## src/rtl/ifmap_window_scheduler_pkg.sv

```systemverilog
// Shared types and default sizing for the IFMap window scheduler.
package ifmap_pkg;

    localparam int DEF_POINTER_SIZE = 8;
    localparam int DEF_STRIDE_SIZE  = 3;
    localparam int DEF_IFMAP_SIZE   = 16;

    typedef enum logic [2:0] {
        ST_IDLE      = 3'd0,
        ST_WAIT_DATA = 3'd1,
        ST_READ      = 3'd2,
        ST_ADVANCE   = 3'd3,
        ST_ROW_END   = 3'd4
    } sched_state_t;

endpackage

```

## src/rtl/ifmap_window_scheduler_if.sv

```systemverilog
// Read port between the window scheduler and the IFMap buffer.
// master = scheduler (issues reads), slave = buffer side (grants them).
interface ifmap_window_scheduler_if
    import ifmap_pkg::*;
#(
    parameter int POINTER_SIZE = DEF_POINTER_SIZE
);

    logic                    rd_ready;
    logic                    rd_en;
    logic [POINTER_SIZE-1:0] rd_ptr;
    logic                    win_first;
    logic                    win_last;

    modport master (
        input  rd_ready,
        output rd_en,
        output rd_ptr,
        output win_first,
        output win_last
    );

    modport slave (
        output rd_ready,
        input  rd_en,
        input  rd_ptr,
        input  win_first,
        input  win_last
    );

endinterface

```

## src/rtl/ifmap_window_scheduler_ptr_wrap.sv

```systemverilog
// Combinational modular adder: (base + offset) mod IFMAP_SIZE.
// A single compare-subtract is enough because base is always a valid
// buffer index and the offset never exceeds one row, which has to fit
// in the buffer.  Works for non-power-of-two depths.
module ifmap_ptr_wrap
    import ifmap_pkg::*;
#(
    parameter int POINTER_SIZE = DEF_POINTER_SIZE,
    parameter int IFMAP_SIZE   = DEF_IFMAP_SIZE
) (
    input  logic [POINTER_SIZE-1:0] base,
    input  logic [POINTER_SIZE-1:0] offset,
    output logic [POINTER_SIZE-1:0] result
);

    localparam logic [POINTER_SIZE:0] DEPTH = (POINTER_SIZE+1)'(IFMAP_SIZE);

    logic [POINTER_SIZE:0] sum;
    logic [POINTER_SIZE:0] sum_sub;

    assign sum     = {1'b0, base} + {1'b0, offset};
    assign sum_sub = sum - DEPTH;
    assign result  = (sum >= DEPTH) ? sum_sub[POINTER_SIZE-1:0] : sum[POINTER_SIZE-1:0];

endmodule

```

## src/rtl/ifmap_window_scheduler.sv

```systemverilog
// Sliding-window read scheduler for a circular IFMap buffer.
//
// state      | meaning
// -----------+-----------------------------------------------------------
// IDLE       | waiting for start; bad config pulses cfg_err and stays here
// WAIT_DATA  | holding until the buffer holds the whole current window
// READ       | issuing one read per rd_ready cycle, k walks the window
// ADVANCE    | step win_off by stride, or give up the row if it won't fit
// ROW_END    | release the row (next_row/end_row), move row_base on
module ifmap_window_scheduler
    import ifmap_pkg::*;
#(
    parameter int POINTER_SIZE = DEF_POINTER_SIZE,
    parameter int STRIDE_SIZE  = DEF_STRIDE_SIZE,
    parameter int IFMAP_SIZE   = DEF_IFMAP_SIZE
) (
    input  logic                    clk,
    input  logic                    rst_n,
    input  logic                    start,
    input  logic [POINTER_SIZE-1:0] cfg_start_ptr,
    input  logic [POINTER_SIZE-1:0] cfg_row_len,
    input  logic [POINTER_SIZE-1:0] cfg_filter_len,
    input  logic [STRIDE_SIZE-1:0]  cfg_stride,
    input  logic [POINTER_SIZE-1:0] cfg_num_rows,
    input  logic [POINTER_SIZE-1:0] buf_count,
    ifmap_window_scheduler_if.master rd,
    output logic                    next_row,
    output logic                    end_row,
    output logic                    busy,
    output logic                    done,
    output logic                    cfg_err
);

    localparam int PS = POINTER_SIZE;

    sched_state_t state_q, state_n;

    logic [PS-1:0]          row_base_q, row_base_n;
    logic [PS-1:0]          win_off_q, win_off_n;
    logic [PS-1:0]          k_q, k_n;
    logic [PS-1:0]          rows_left_q, rows_left_n;
    logic [PS-1:0]          row_len_q, row_len_n;
    logic [PS-1:0]          filter_len_q, filter_len_n;
    logic [STRIDE_SIZE-1:0] stride_q, stride_n;
    logic [PS-1:0]          rd_ptr_q, rd_ptr_n;

    logic next_row_q, next_row_n;
    logic busy_q, busy_n;
    logic done_q, done_n;
    logic cfg_err_q, cfg_err_n;

    logic          cfg_bad;
    logic          xfer;
    logic [PS-1:0] k_last;
    logic [PS:0]   need_cnt;
    logic [PS:0]   adv_off;
    logic [PS:0]   adv_end;
    logic [PS-1:0] row_wrap;
    logic [PS-1:0] ptr_off_n;

    // Configurations that cannot produce a single complete window.
    assign cfg_bad = (cfg_filter_len == '0) || (cfg_row_len == '0) ||
                     (cfg_filter_len > cfg_row_len) || (cfg_num_rows == '0);

    // Read strobe and window markers follow rd_ready without a register
    // stage so a stalled cycle never issues a read.
    assign xfer         = (state_q == ST_READ) && rd.rd_ready;
    assign k_last       = filter_len_q - PS'(1);
    assign rd.rd_en     = xfer;
    assign rd.win_first = xfer && (k_q == '0);
    assign rd.win_last  = xfer && (k_q == k_last);
    assign rd.rd_ptr    = rd_ptr_q;

    // One extra bit on every sum so the compares cannot overflow.
    assign need_cnt = {1'b0, win_off_q} + {1'b0, filter_len_q};
    assign adv_off  = {1'b0, win_off_q} + (PS+1)'(stride_q);
    assign adv_end  = adv_off + {1'b0, filter_len_q};

    assign next_row = next_row_q;
    assign end_row  = next_row_q;
    assign busy     = busy_q;
    assign done     = done_q;
    assign cfg_err  = cfg_err_q;

    ifmap_ptr_wrap #(
        .POINTER_SIZE (PS),
        .IFMAP_SIZE   (IFMAP_SIZE)
    ) u_row_wrap (
        .base   (row_base_q),
        .offset (row_len_q),
        .result (row_wrap)
    );

    // rd_ptr is registered, so it is computed from the next-state values
    // and is already correct in the cycle the read is issued.
    ifmap_ptr_wrap #(
        .POINTER_SIZE (PS),
        .IFMAP_SIZE   (IFMAP_SIZE)
    ) u_ptr_wrap (
        .base   (row_base_n),
        .offset (ptr_off_n),
        .result (rd_ptr_n)
    );

    // Next-state, datapath updates and registered output values.
    always_comb begin
        state_n      = state_q;
        row_base_n   = row_base_q;
        win_off_n    = win_off_q;
        k_n          = k_q;
        rows_left_n  = rows_left_q;
        row_len_n    = row_len_q;
        filter_len_n = filter_len_q;
        stride_n     = stride_q;
        next_row_n   = 1'b0;
        done_n       = 1'b0;
        cfg_err_n    = 1'b0;

        case (state_q)
            ST_IDLE: begin
                if (start) begin
                    if (cfg_bad) begin
                        cfg_err_n = 1'b1;
                    end else begin
                        row_len_n    = cfg_row_len;
                        filter_len_n = cfg_filter_len;
                        stride_n     = (cfg_stride == '0) ? STRIDE_SIZE'(1) : cfg_stride;
                        row_base_n   = cfg_start_ptr;
                        win_off_n    = '0;
                        k_n          = '0;
                        rows_left_n  = cfg_num_rows;
                        state_n      = ST_WAIT_DATA;
                    end
                end
            end
            ST_WAIT_DATA: begin
                if ({1'b0, buf_count} >= need_cnt) begin
                    state_n = ST_READ;
                end
            end
            ST_READ: begin
                if (xfer) begin
                    if (k_q == k_last) begin
                        k_n     = '0;
                        state_n = ST_ADVANCE;
                    end else begin
                        k_n = k_q + PS'(1);
                    end
                end
            end
            ST_ADVANCE: begin
                if (adv_end <= {1'b0, row_len_q}) begin
                    win_off_n = adv_off[PS-1:0];
                    state_n   = ST_WAIT_DATA;
                end else begin
                    // next_row/done are registered, so raise them on the
                    // way into ROW_END to land in that cycle.
                    next_row_n = 1'b1;
                    done_n     = (rows_left_q == PS'(1));
                    state_n    = ST_ROW_END;
                end
            end
            ST_ROW_END: begin
                row_base_n  = row_wrap;
                win_off_n   = '0;
                rows_left_n = rows_left_q - PS'(1);
                state_n     = (rows_left_q == PS'(1)) ? ST_IDLE : ST_WAIT_DATA;
            end
            default: begin
                state_n = ST_IDLE;
            end
        endcase

        busy_n    = (state_n != ST_IDLE);
        ptr_off_n = win_off_n + k_n;
    end

    // State and datapath registers with synchronous active-low reset.
    always_ff @(posedge clk) begin
        if (!rst_n) begin
            state_q      <= ST_IDLE;
            row_base_q   <= '0;
            win_off_q    <= '0;
            k_q          <= '0;
            rows_left_q  <= '0;
            row_len_q    <= '0;
            filter_len_q <= '0;
            stride_q     <= '0;
            rd_ptr_q     <= '0;
            next_row_q   <= 1'b0;
            busy_q       <= 1'b0;
            done_q       <= 1'b0;
            cfg_err_q    <= 1'b0;
        end else begin
            state_q      <= state_n;
            row_base_q   <= row_base_n;
            win_off_q    <= win_off_n;
            k_q          <= k_n;
            rows_left_q  <= rows_left_n;
            row_len_q    <= row_len_n;
            filter_len_q <= filter_len_n;
            stride_q     <= stride_n;
            rd_ptr_q     <= rd_ptr_n;
            next_row_q   <= next_row_n;
            busy_q       <= busy_n;
            done_q       <= done_n;
            cfg_err_q    <= cfg_err_n;
        end
    end

endmodule

```

## src/flat_wrapper.sv

```systemverilog
// flat-port wrapper written by rule: the top's interface ports become plain ports
module ifmap_window_scheduler_flat import ifmap_pkg::*;
#(
    parameter int POINTER_SIZE = DEF_POINTER_SIZE,
    parameter int STRIDE_SIZE  = DEF_STRIDE_SIZE,
    parameter int IFMAP_SIZE   = DEF_IFMAP_SIZE
)
  (clk, rst_n, start, cfg_start_ptr, cfg_row_len, cfg_filter_len, cfg_stride, cfg_num_rows, buf_count, next_row, end_row, busy, done, cfg_err, rd_rd_ready, rd_rd_en, rd_rd_ptr, rd_win_first, rd_win_last);
  ifmap_window_scheduler_if #(.POINTER_SIZE(POINTER_SIZE)) rd_i ();
  input  logic clk;
  input  logic rst_n;
  input  logic start;
  input  logic [POINTER_SIZE-1:0] cfg_start_ptr;
  input  logic [POINTER_SIZE-1:0] cfg_row_len;
  input  logic [POINTER_SIZE-1:0] cfg_filter_len;
  input  logic [STRIDE_SIZE-1:0] cfg_stride;
  input  logic [POINTER_SIZE-1:0] cfg_num_rows;
  input  logic [POINTER_SIZE-1:0] buf_count;
  output logic next_row;
  output logic end_row;
  output logic busy;
  output logic done;
  output logic cfg_err;
  input wire logic [$bits(rd_i.rd_ready)-1:0] rd_rd_ready;
  output wire logic [$bits(rd_i.rd_en)-1:0] rd_rd_en;
  output wire logic [$bits(rd_i.rd_ptr)-1:0] rd_rd_ptr;
  output wire logic [$bits(rd_i.win_first)-1:0] rd_win_first;
  output wire logic [$bits(rd_i.win_last)-1:0] rd_win_last;
  assign rd_i.rd_ready = rd_rd_ready;
  assign rd_rd_en = rd_i.rd_en;
  assign rd_rd_ptr = rd_i.rd_ptr;
  assign rd_win_first = rd_i.win_first;
  assign rd_win_last = rd_i.win_last;
  ifmap_window_scheduler #(.POINTER_SIZE(POINTER_SIZE), .STRIDE_SIZE(STRIDE_SIZE), .IFMAP_SIZE(IFMAP_SIZE)) u_core (.clk(clk), .rst_n(rst_n), .start(start), .cfg_start_ptr(cfg_start_ptr), .cfg_row_len(cfg_row_len), .cfg_filter_len(cfg_filter_len), .cfg_stride(cfg_stride), .cfg_num_rows(cfg_num_rows), .buf_count(buf_count), .rd(rd_i), .next_row(next_row), .end_row(end_row), .busy(busy), .done(done), .cfg_err(cfg_err));
endmodule
```

## config.mk

```make
export PLATFORM = sky130hd
export DESIGN_NAME = ifmap_window_scheduler_flat
export DESIGN_NICKNAME = d
export VERILOG_FILES = /design/src/rtl/ifmap_window_scheduler_pkg.sv /design/src/rtl/ifmap_window_scheduler_if.sv /design/src/rtl/ifmap_window_scheduler_ptr_wrap.sv /design/src/rtl/ifmap_window_scheduler.sv /design/src/flat_wrapper.sv
export SDC_FILE = /design/constraint.sdc
export NUM_CORES = 1
export LEC_CHECK = 0
export CORE_ASPECT_RATIO = 1.75
export CORE_UTILIZATION = 45
export DETAILED_ROUTE_END_ITERATION = 7
export GPL_TIMING_DRIVEN = 0
export HOLD_SLACK_MARGIN = 0.08
export MAX_ROUTING_LAYER = met4
export PLACE_DENSITY_LB_ADDON = 0.08
export SETUP_SLACK_MARGIN = 0.3
export SLEW_MARGIN = 25
export SYNTH_ARGS = -nofsm -noshare
export SYNTH_HDL_FRONTEND = slang
export SYNTH_HIERARCHICAL = 1
export SYNTH_SLANG_ARGS = --single-unit
```

## constraint.sdc

```tcl
create_clock -name clk -period 20.9 [get_ports clk]
set_clock_uncertainty 0.1 [all_clocks]
set_input_delay 4.18 -clock clk [delete_from_list [all_inputs] [get_ports clk]]
set_output_delay 4.18 -clock clk [all_outputs]
set_load 0.02 [all_outputs]
```

==> impl_results.md <==
* Netlist cell types at 79
* Crit path largest cell delay at 0.68 ns
* Hold Path Class: flop to flop
* CP Class: input pin to primary output
* Post-synth top flop: dfxtp_1
* Cell row count at 54
* Max-Cap Viols at 0
* Number of vias per cell at 5.81
* Syn_nets at 822
* Clock power frac at 35.6%
* Crit path launch type: input pin
* Initial Utilization at 46.4%
* CP cell instances: clkdlybuf4s50_1 -> and4bb_2 -> nand3_2 -> or4b_4 -> nor3_2 -> clkdlybuf4s50_1
* Arrival @ worst endpoint at 6.78 ns
* # setup viols final at 0
* Vias in the first global route at 5418
* DRT iter0 DRCs at 216
* Clock Tree Root: clkbuf_16
* Leak at 3.09 nW
* CP endpoint kind: primary output
* Fin Setup TNS at 0 ns
* Crit-path slowest cell: clkdlybuf4s50_1
* Yosys warns at 6
* Core ar. at 12500 µm²
* CP required at 16.62 ns
* Slew @ Worst Pin at 0.736 ns
* Gate power share at 31.1%
* Post-CTS Setup Bufs at 0
* Top-area cell type share of the netlist area at 22.8%
* Unrepaired setup endpoints after global routing: no
* Status: finished, final reports clean
* Input/output buffers at 61
* Tcrit/Tclk final at 52.9%
* Per-cell routed wire length at 18.1 µm
* Routed WL at 17000 µm
* Initial antenna violation count at 0
* Endpoints failing hold at 0
* Worst-path clk slew at 0.06 ns
* Inserted Clock Buffers at 9
* Switching power at 0.141 mW
* Final #Nets at 894
* Post-CTS Hold Buffers at 0
* PostCTS Resize Cnt at 0
* Max IR drop VDD at 0.0413 mV
* Max-slew violations at 0
* Internal power at 0.291 mW
* Drt pass-1 iters at 5
* Bufs on Longest Clock Path at 2
* Worst skew pair latency at 0.34 ns
* Total GRT Usage at 27.1%
* Routability cong. at 0.924
* PD cells at 62.5 nW/µm²
* Die height at 152 µm
* Total I/O pin count at 63
* Synth Cell Area at 5800 µm²
* Fin crit period at 11.06 ns
* Ys async rst share at 0%
* Reg power frac at 33.3%
* H-tree levels at 3
* Die area at 13400 µm²
* Crit-path max FO at 6
* Fraction of layout cells with a size suffix above 1 at 7.12%
* Design Power at 0.432 mW
* Clock sinks at 66
* Synth Area per Inst at 8.33 µm²
* Largest net degree at the start of global routing at 12
* CTS tree: done
* Post-DP HPWL at 13700 µm
* Grt ovf at 0
* Top cells by area, synth: dfxtp_1 23%, ha_1 16%, nor2_1 4.5%
* Layout fillers at 1198
* Synth Register Bits at 66
* Synth area leader: dfxtp_1
* Final ANT Viol Nets at 0
* First-pass GRT wire length at 26900 µm
* Die W at 87.8 µm
* Max Freq at 90.4 MHz
* EDFF count, synth at 0
* Sw frac at 32.7%
* Slew HR at 50.9%
* Most used cell, CP: clkdlybuf4s50_1
* Ant diodes at 0
* Seq/Total Area, Yosys at 22.8%
* DRC at 0
* Area growth from synthesis to layout at 19.3%
* Mapped Cells at 696
* DR vias at 5469
==> flip-flops by register name, indices dropped and copies added (netlist names) <==
register	count
u_core/win_off_q	8
u_core/busy	1
u_core/cfg_err	1
u_core/row_len_q	8
u_core/filter_len_q	8
u_core/rd.rd_ptr	8
u_core/done	1
u_core/stride_q	3
u_core/state_q	3
u_core/end_row	1
u_core/row_base_q	8
u_core/k_q	8
u_core/rows_left_q	8
==> placed cells by master (no fill, tap or decap), types with 6 or more instances in the layout <==
cell / n
ha_1: 73
nor2_1: 70
dfxtp_1: 66
clkdlybuf4s50_1: 61
inv_1: 55
a21oi_1: 43
nand2_1: 37
xnor2_1: 23
mux2i_1: 23
xor2_1: 20
and2_1: 20
o21ai_0: 18
nor3_1: 17
nand3_1: 16
clkbuf_1: 15
a21o_1: 15
a211oi_1: 11
nor4_1: 10
a222oi_1: 10
nand2b_1: 10
clkbuf_16: 9
o22ai_1: 7
nor2b_1: 7
a31oi_1: 7
o21bai_1: 7
or3_1: 6
fa_1: 6
==> area by class of cell <==
type / count / area, µm² / share of cell area [%]
Inverter: 56 / 210 / 3.04
Clock inverter: 5 / 53.8 / 0.778
Tap cell: 168 / 210 / 3.04
Clock buffer: 11 / 243 / 3.51
Buffer: 21 / 114 / 1.65
Timing Repair Buffer: 61 / 611 / 8.83
Sequential cell: 66 / 1320 / 19.1
Multi-Input combinational cell: 553 / 4160 / 60.1
==> power groups by stage <==
| stage | clock network [mW] | registers [mW] | logic, mW |
|---|---|---|---|
| 4_1_cts | 0.157 | 0.144 | 0.135 |
| 5_1_grt | 0.163 | 0.145 | 0.148 |
| 3_5_place_dp | 0 | 0.147 | 0.134 |
| 2_1_floorplan | 0 | 0.146 | 0.0899 |
| 6_report | 0.154 | 0.144 | 0.134 |
| 3_3_place_gp | 0 | 0.147 | 0.130 |
==> worst max-delay path: cells and delay by family <==
kind / cells / cell delay [ns]
buffers and inverters: 2 / 1.28
AND/OR/NAND/NOR: 4 / 1.32
==> layer usage <==
layer  global-route usage, %  part of all wire (%)  up-vias
met5                       -                     0        -
met2                    46.5                    52      157
met4                    16.6                   5.9        0
met3                    4.06                   4.2       56
li1                        -                     -     2656
met1                    28.3                    38     2600
==> synthesized netlist by cell type (5+ instances only) <==
library cell / n
o21bai_1: 7
o211ai_1: 5
ha_1: 73
nor3_1: 17
o21ai_0: 18
a21oi_1: 43
a222oi_1: 10
or3_1: 6
inv_1: 55
xnor2_1: 23
nor2_1: 70
o22ai_1: 7
a21o_1: 15
nor2b_1: 7
and2_1: 20
nor3_2: 5
dfxtp_1: 66
nand2b_1: 10
nand2_1: 37
clkbuf_1: 14
a31oi_1: 7
mux2i_1: 23
a211oi_1: 11
nand3_1: 16
nor4_1: 10
and3_1: 5
xor2_1: 20
fa_1: 6
==> metrics by stage <==
step	worst slack (ns)	hold slack, ns	std cells	instance area, µm²	utilization, %
final	9.84	0.390	941	6920	55.3
after global routing	9.80	0.416	941	6920	55.3
after CTS	9.86	0.384	941	6920	55.3
after detailed placement	9.87	0.375	925	6620	53.0
after global placement	9.85	0.356	925	6620	53.0
after floorplan	11.05	0.344	696	5800	-
==> worst paths after layout <==
kind | start | endpoint | slack (ns) | cells after the start
setup / recovery | rd_rd_ready | rd_win_last | 9.84 | 6
hold / removal | u_core/rows_left_q[5] | u_core/rows_left_q[5] | 0.39 | 2
setup reg to reg | u_core/win_off_q[0] | u_core/rd.rd_ptr[4] | 12.75 | 38
hold reg to reg | u_core/rows_left_q[5] | u_core/rows_left_q[5] | 0.39 | 2
==> logic make-up (layout without fill, tap and decap cells) <==
logic type	count (synthesis)	in the layout	share of synthesized area, %
multiplexers	23	23	3.97
flip-flops	66	66	22.8
buffers and inverters	77	154	5.59
AO/OA/AOI/OAI	158	158	18.8
AND/OR/NAND/NOR	249	249	24.2
adder cells (fa/ha/maj)	79	79	17.8
XOR/XNOR	44	44	6.90
(Power assumes the default switching activity.)
